### config.mk
export PLATFORM = sky130hd
export DESIGN_NAME = uart_transmitter
export DESIGN_NICKNAME = d
export VERILOG_FILES = /design/src/rtl/uart_transmitter_pkg.sv /design/src/rtl/uart_bit_timer.sv /design/src/rtl/uart_transmitter.sv
export SDC_FILE = /design/constraint.sdc
export NUM_CORES = 1
export LEC_CHECK = 0
export CORE_ASPECT_RATIO = 1.5
export CORE_MARGIN = 2
export CORE_UTILIZATION = 52
export CTS_CLUSTER_SIZE = 20
export DETAILED_ROUTE_END_ITERATION = 6
export GPL_TIMING_DRIVEN = 0
export PLACE_DENSITY = 0.71
export REMOVE_ABC_BUFFERS = 1
export SKIP_CTS_REPAIR_TIMING = 1
export SLEW_MARGIN = 10
export SYNTH_ARGS = -nofsm -noshare
export SYNTH_HDL_FRONTEND = slang
export SYNTH_SLANG_ARGS = --single-unit
export TNS_END_PERCENT = 5
### constraint.sdc
create_clock -name baudClk -period 5.2 [get_ports baudClk]
set_input_delay 1.04 -clock baudClk [delete_from_list [all_inputs] [get_ports baudClk]]
set_output_delay 1.04 -clock baudClk [all_outputs]
set_load 0.005 [all_outputs]
### src/rtl/uart_transmitter_pkg.sv
// Shared UART encodings: FSM states and parity modes used by both the transmitter and receiver.
package uart_transmitter_pkg;

    typedef enum logic [1:0] {
        ST_IDLE  = 2'b00,
        ST_START = 2'b01,
        ST_DATA  = 2'b10,
        ST_STOP  = 2'b11
    } uartState_t;

    localparam int PARITY_NONE = 0;
    localparam int PARITY_EVEN = 1;
    localparam int PARITY_ODD  = 2;

    // Narrower payloads are zero-extended, which leaves the XOR reduction unchanged.
    function automatic logic calcParity(input logic [7:0] data, input int mode);
        return (mode == PARITY_ODD) ? ~^data : ^data;
    endfunction

endpackage

### src/rtl/uart_bit_timer.sv
// Oversample counter marking the last baudClk cycle of each bit period; shared by tx and rx.
module uart_bit_timer #(
    parameter int OVERSAMPLE = 16
) (
    input  logic baudClk,
    input  logic reset,
    input  logic clear,
    output logic bitEnd
);

    localparam int CNT_W = $clog2(OVERSAMPLE);
    localparam logic [CNT_W-1:0] LAST_CNT = CNT_W'(OVERSAMPLE - 1);

    logic [CNT_W-1:0] clkCnt;

    assign bitEnd = (clkCnt == LAST_CNT);

    always_ff @(posedge baudClk or negedge reset) begin
        if (!reset) begin
            clkCnt <= '0;
        end else if (clear || bitEnd) begin
            clkCnt <= '0;
        end else begin
            clkCnt <= clkCnt + CNT_W'(1);
        end
    end

endmodule

### src/rtl/uart_transmitter.sv
// UART transmitter: start bit, LSB-first payload, optional parity, stop bit(s), all from registered outputs.
module uart_transmitter
    import uart_transmitter_pkg::*;
#(
    parameter int OVERSAMPLE = 16,
    parameter int DATA_BITS  = 8,
    parameter int PARITY     = 0,
    parameter int STOP_BITS  = 1
) (
    input  logic                 baudClk,
    input  logic                 reset,
    input  logic [DATA_BITS-1:0] txData,
    input  logic                 txStart,
    output logic                 txReady,
    output logic                 txBusy,
    output logic                 txDone,
    output logic                 tx
);

    localparam int NUM_SLOTS = DATA_BITS + ((PARITY != PARITY_NONE) ? 1 : 0);
    localparam logic [3:0] LAST_SLOT = 4'(NUM_SLOTS - 1);
    localparam logic [3:0] LAST_STOP = 4'(STOP_BITS - 1);

    uartState_t           state;
    logic [DATA_BITS:0]   shiftReg;
    logic [3:0]           bitCnt;
    logic                 bitEnd;
    logic                 parityBit;
    logic                 timerClear;

    assign parityBit  = calcParity(8'(txData), PARITY);
    assign timerClear = (state == ST_IDLE);

    uart_bit_timer #(
        .OVERSAMPLE(OVERSAMPLE)
    ) bitTimer (
        .baudClk(baudClk),
        .reset  (reset),
        .clear  (timerClear),
        .bitEnd (bitEnd)
    );

    // The parity slot rides above the payload in the shift register, so it goes out as one more data slot.
    always_ff @(posedge baudClk or negedge reset) begin
        if (!reset) begin
            state    <= ST_IDLE;
            shiftReg <= '0;
            bitCnt   <= '0;
            tx       <= 1'b1;
            txReady  <= 1'b1;
            txBusy   <= 1'b0;
            txDone   <= 1'b0;
        end else begin
            txDone <= 1'b0;
            case (state)
                ST_IDLE: begin
                    if (txStart && txReady) begin
                        shiftReg <= {(PARITY == PARITY_NONE) ? 1'b1 : parityBit, txData};
                        bitCnt   <= '0;
                        tx       <= 1'b0;
                        txBusy   <= 1'b1;
                        txReady  <= 1'b0;
                        state    <= ST_START;
                    end else begin
                        tx      <= 1'b1;
                        txBusy  <= 1'b0;
                        txReady <= 1'b1;
                    end
                end
                ST_START: begin
                    if (bitEnd) begin
                        tx    <= shiftReg[0];
                        state <= ST_DATA;
                    end
                end
                ST_DATA: begin
                    if (bitEnd) begin
                        if (bitCnt == LAST_SLOT) begin
                            bitCnt <= '0;
                            tx     <= 1'b1;
                            state  <= ST_STOP;
                        end else begin
                            bitCnt   <= bitCnt + 4'd1;
                            shiftReg <= shiftReg >> 1;
                            tx       <= shiftReg[1];
                        end
                    end
                end
                ST_STOP: begin
                    if (bitEnd) begin
                        if (bitCnt == LAST_STOP) begin
                            bitCnt  <= '0;
                            txBusy  <= 1'b0;
                            txReady <= 1'b1;
                            txDone  <= 1'b1;
                            state   <= ST_IDLE;
                        end else begin
                            bitCnt <= bitCnt + 4'd1;
                        end
                    end
                end
                default: begin
                    tx      <= 1'b1;
                    txBusy  <= 1'b0;
                    txReady <= 1'b1;
                    state   <= ST_IDLE;
                end
            endcase
        end
    end

endmodule

# Word-level counts from Yosys, hierarchy flattened

Cells that the tools add are included.

Register bits: 23
Input bits: 11
Output and inout bits: 4
Word-level logic and storage cells: 68

$add $sub $neg: 2
Equality and inequality tests: 12
Multiplexer cells: 33
Reductions and logical operators: 13

Operator list:

| operator            | count |
|---|---|
| $mux 9              | 3 |
| $mux 4              | 6 |
| $pmux 9 s2          | 1 |
| $mux 1              | 12 |
| $mux 2              | 6 |
| $pmux 4 s3          | 1 |
| $add 4x1->4 const B | 2 |
| $ne 2x2->1 const B  | 4 |
| $pmux 2 s4          | 1 |
| $reduce_and 4->1    | 2 |
| $ne 2x1->1 const B  | 3 |
| $reduce_and 3->1    | 2 |
| $reduce_and 6->1    | 1 |
| $reduce_bool 3->1   | 2 |
| $eq 2x2->1 const B  | 2 |
| $eq 4x3->1 const B  | 1 |
| $eq 4x4->1 const B  | 1 |
| $logic_not 4->1     | 1 |
| $pmux 1 s2          | 2 |
| $reduce_bool 2->1   | 2 |
| $pmux 1 s3          | 1 |
| $eq 2x1->1 const B  | 1 |
| $logic_not 2->1     | 1 |
| $logic_and 1x1->1   | 1 |
| $logic_or 1x1->1    | 1 |

# Depth between registers and ports, before layout

Depth after elaboration: 4
Gate-level depth with buffers: 8

# By module

Synthesis repeated with hierarchy kept, for this count alone.

Cell total of the unflattened synthesis: 122
Area total of the unflattened synthesis: 1311.3 um^2

Modules (own cells, without submodules):

| module           | times used | cells an instance | area each (um^2) | sequential area each (um^2) |
|---|---|---|---|---|
| uart_transmitter | 1          | 109               | 1139.8           | 478.0 |
| uart_bit_timer   | 1          | 13                | 171.4            | 100.1 |

# Worst setup path after synthesis

OpenSTA, ideal clock, no wires.

Kind: input port to flip-flop
From: in txStart
To: reg state[1]
Arrival: 1.841 ns
Required time: 5.072 ns
Setup slack: 3.232 ns
Stages: 5
Path through: a21bo_1 > buf_2 > o21ai_0 > nor2_1 > mux2_1

Cells in the longest elaborated chain, start to end: 3

Ends and longest elaborated chain:

| element                    | RTL line               | RTL |
|---|---|---|
| start: declaration         | uart_transmitter.sv:13 | `input logic txStart,` |
| $logic_and 1x1->1          | uart_transmitter.sv:57 | `if (txStart && txReady) begin` |
| $ne 2x2->1 (no line)       | -                      |  |
| $reduce_and 6->1 (no line) | -                      |  |
| end signal: assignment     | uart_transmitter.sv:63 | `state <= ST_START;` |
| end signal: assignment     | uart_transmitter.sv:73 | `state <= ST_DATA;` |
| end signal: assignment     | uart_transmitter.sv:81 | `state <= ST_STOP;` |
| end: declaration           | uart_transmitter.sv:24 | `uartState_t state;` |

No other way between the ends.
A chain may end at the register's enable or synchronous reset.

# Final worst setup path

From: in txStart
To: reg bitCnt[3]

Cells in the longest elaborated chain, start to end: 3

Ends and longest elaborated chain:

| element                    | RTL line               | RTL |
|---|---|---|
| $logic_and 1x1->1          | uart_transmitter.sv:57 |  |
| $ne 2x2->1 (no line)       | -                      |  |
| $reduce_and 4->1 (no line) | -                      |  |
| end signal: assignment     | uart_transmitter.sv:83 | `bitCnt <= bitCnt + 4'd1;` |
| end signal: assignment     | uart_transmitter.sv:98 | `bitCnt <= bitCnt + 4'd1;` |
| end: declaration           | uart_transmitter.sv:26 | `logic [3:0] bitCnt;` |

No other way between the ends.

==> key figures <==
Setup path
  • WP data required: 5.37 ns
  • Worst-case reg-to-reg path depth: 6
  • Worst Setup End Kind: flop
  • Crit path launch type: primary input
  • Crit Path Category: primary input to flop
  • Critical Path Slowest Stage Cell: clkdlybuf4s50_1
  • Crit path max fanout: 10
  • Crit path DAT: 2.60 ns
  • Critical-path cell list: clkdlybuf4s50_1, nand3_1, o21ai_1, o211ai_1, o31ai_1
  • Slowest stage delay, CP: ~0.52 ns

Global route
  • Largest net degree at the start of global routing: 25
  • GRT overflow: 0
  • First-pass GRT wire length: around 5300 um
  • Vias in the first global route: 1146
  • Initial antenna violation count: 0
  • GRT Overall Usage: 22.9%

Synthesis
  • Synth top area cells: dfrtp_1, ha_1, o22ai_1, o22a_1, dfstp_2
  • Ys async rst share: 100%
  • Synth area leader: dfrtp_1
  • Synth Instances: 147
  • Largest family of logic cells by synthesized area: compound AO/OA/AOI/OAI gates
  • Post-synthesis compound-gate area fraction: 28.9%
  • Yosys warning total: 0
  • Register area share after synthesis: between 40% and 50%
  • Mux cell area share after synthesis: 0.804%
  • Register bit total from synthesis: 23
  • Synth Area per Inst: 9.52 um2
  • Synth Area in Adders: 7.15%
  • Post-synthesis xor/xnor area fraction: 0.626%
  • Number of enable flip-flop cells after synthesis: 0
  • Netlist cell types: 39
  • Prevailing post-synth register cell: dfrtp_1
  • Synth top area share: between 30% and 40%
  • Simple-Gate Fraction of Synth Area: 15.5%
  • Synthesized area: 1400 um2

Routing
  • Vias per cell: 6.01
  • DRT Pass-1 Iters: 4
  • WL met1: 1220 um
  • DR vias: around 1200
  • WL per Instance: 15.5 um
  • Met3 wire len: 138 um
  • Routed Antenna Nets: 0
  • Initial DRC count: 32
  • DR DRC count: 0
  • Routed wl met2: approximately 1600 um
  • Highest metal used: met4
  • Total Wirelength: 3000 um

STA
  • Crit path time final: ~2.4 ns
  • Fmax: 411 MHz
  • Fin crit share: 46.8%
  • Final Hold Vio Count: 0
  • Clk_skew: 0.00427 ns
  • Final setup viols: 0
  • Slew Viols, Final: 0
  • TNS Setup: 0 ns
  • Rel. slew slack: 31.3%
  • Worst-margin pin slew: 1.03 ns
  • RSZ-0062 raised after global routing: no

Clock tree
  • Longest Clk Path Bufs: 2
  • Root Buffer: clkbuf_8
  • Skew-Pair Late Insertion Delay: around 0.26 ns
  • CTS Buf Count: 3
  • TritonCTS Sinks: 23
  • CTS tree: built
  • Htree depth: 1
  • Clock-pin transition on the worst setup and hold timing paths: 0.08 ns

Finish
  • Fill cells: 240
  • Layout cell share with drive strength beyond 1: a little under a tenth
  • Ant. Diodes: 0
  • Final net count: between 150 and 200
  • Layout area overhead: 13.5%
  • Final Core Density: 60.7%

Worst hold path
  • Hold Path Depth: 1
  • Type of the worst min-delay path: flop to flop

Power
  • Leak: 0.671 nW
  • Power Dens Cells: 577 nW/um2
  • VDD IR max: 0.279 mV

Floorplanning
  • Die height: 67.6 um
  • Die area: ~3100 um2
  • IO Count: 15
  • Initial Util: a little over half
  • Die width: 46.4 um
  • Row cnt: 23
  • Core ar.: 2620 um2

Placed design
  • Hpwl dp: 2170 um
  • Routability cong.: 0.778
  • I/O Buffers: 14

Flow run
  • Max-cap viol count: 0

Run status
  • Outcome: finished clean
-- final cells by class --
| class | count | area (um2) | area share, % |
|---|---|---|---|
| flip-flops and latches | 23 | 578 | 36.4 |
| multi-input cells | 106 | 742 | 46.7 |
| repair buffers | 14 | 140 | 8.82 |
| well taps | 37 | 46.3 | 2.91 |
| clock buffers | 4 | 45.0 | 2.83 |
| inverters | 10 | 37.5 | 2.36 |
-- registers in the layout, indices dropped and copies added, names as in the netlist --
name             cells
shiftReg             9
bitCnt               4
bitTimer.clkCnt      4
state                2
tx                   1
txBusy               1
txDone               1
txReady              1
-- final timing paths --
kind	start	end	slack (ns)
max in group asynchronous	reset	shiftReg[5]	3.25
hold reg to reg	bitTimer.clkCnt[0]	bitTimer.clkCnt[0]	0.52
min in group asynchronous	reset	bitTimer.clkCnt[3]	1.34
hold / removal	bitTimer.clkCnt[0]	bitTimer.clkCnt[0]	0.52
setup reg to reg	state[0]	state[1]	2.80
setup / recovery	txStart	bitCnt[3]	2.76
-- worst max-delay path: cells and delay by family --
kind	cells	cell delay (ns)
and+or+nand+nor	1	0.33
buffers and inverters	1	0.52
AOI/OAI and AO/OA	3	0.72
-- Yosys cell counts, types with 2 or more instances --
cell type  instances
clkbuf_1           2
o22ai_1           16
o21ai_0            9
o22a_1             7
dfstp_2            2
a22oi_1            2
nor4b_2            2
nor2_1             8
inv_1              9
and3_1             4
a41o_1             2
nor3_1             3
a21oi_1           10
buf_2              4
o21ai_1            6
buf_4              2
ha_1               8
nand3_1            4
nand2_1            7
dfrtp_1           21
-- stage by stage --
step	setup WS [ns]	hold WS (ns)	cell area [um2]	instances	power [mW]
final	2.76	0.515	1590	194	0.916
after global routing	2.52	0.541	1590	194	1.01
after CTS	2.78	0.516	1590	194	0.920
after detailed placement	2.49	0.503	1540	190	0.809
after global placement	2.51	0.488	1540	190	0.784
after floorplan	3.20	0.460	1360	139	0.680
-- report_power, final --
| group | internal [mW] | switching [mW] | total, mW |
|---|---|---|---|
| Sequential | 0.255 | 0.0673 | 0.322 |
| Clock | 0.0547 | 0.0564 | 0.111 |
| Combinational | 0.225 | 0.259 | 0.483 |
-- cells in the final DEF (no fill, tap or decap), types with 2 or more instances in the layout --
master and instances:
o21ai_1 6, clkbuf_8 3, nand3_1 4, a41o_1 2
nor2_1 8, inv_1 9, a21oi_1 10, and3_1 4
nor4b_2 2, o22a_1 7, nand2_1 7, o22ai_1 16
clkdlybuf4s50_1 14, nor3_1 3, a22oi_1 2, o21ai_0 9
ha_1 8, dfrtp_1 21, dfstp_2 2
-- cells by family (layout without fill, tap and decap cells) --
kind of cell | after synthesis | in the layout
xor+xnor | 1 | 1
buf+inv | 18 | 28
fa+ha+maj | 8 | 8
compound gates | 60 | 60
mux | 1 | 1
flops | 23 | 23
simple gates | 36 | 36
-- routing by layer --
metal / track usage, % / up-vias
met1: 29.5 / 558
met5: 0 / -
met4: 8.57 / 0
met2: 38.4 / 34
met3: 2.41 / 7
li1: - / 567
Note: power is estimated with default switching activity, not from simulation.
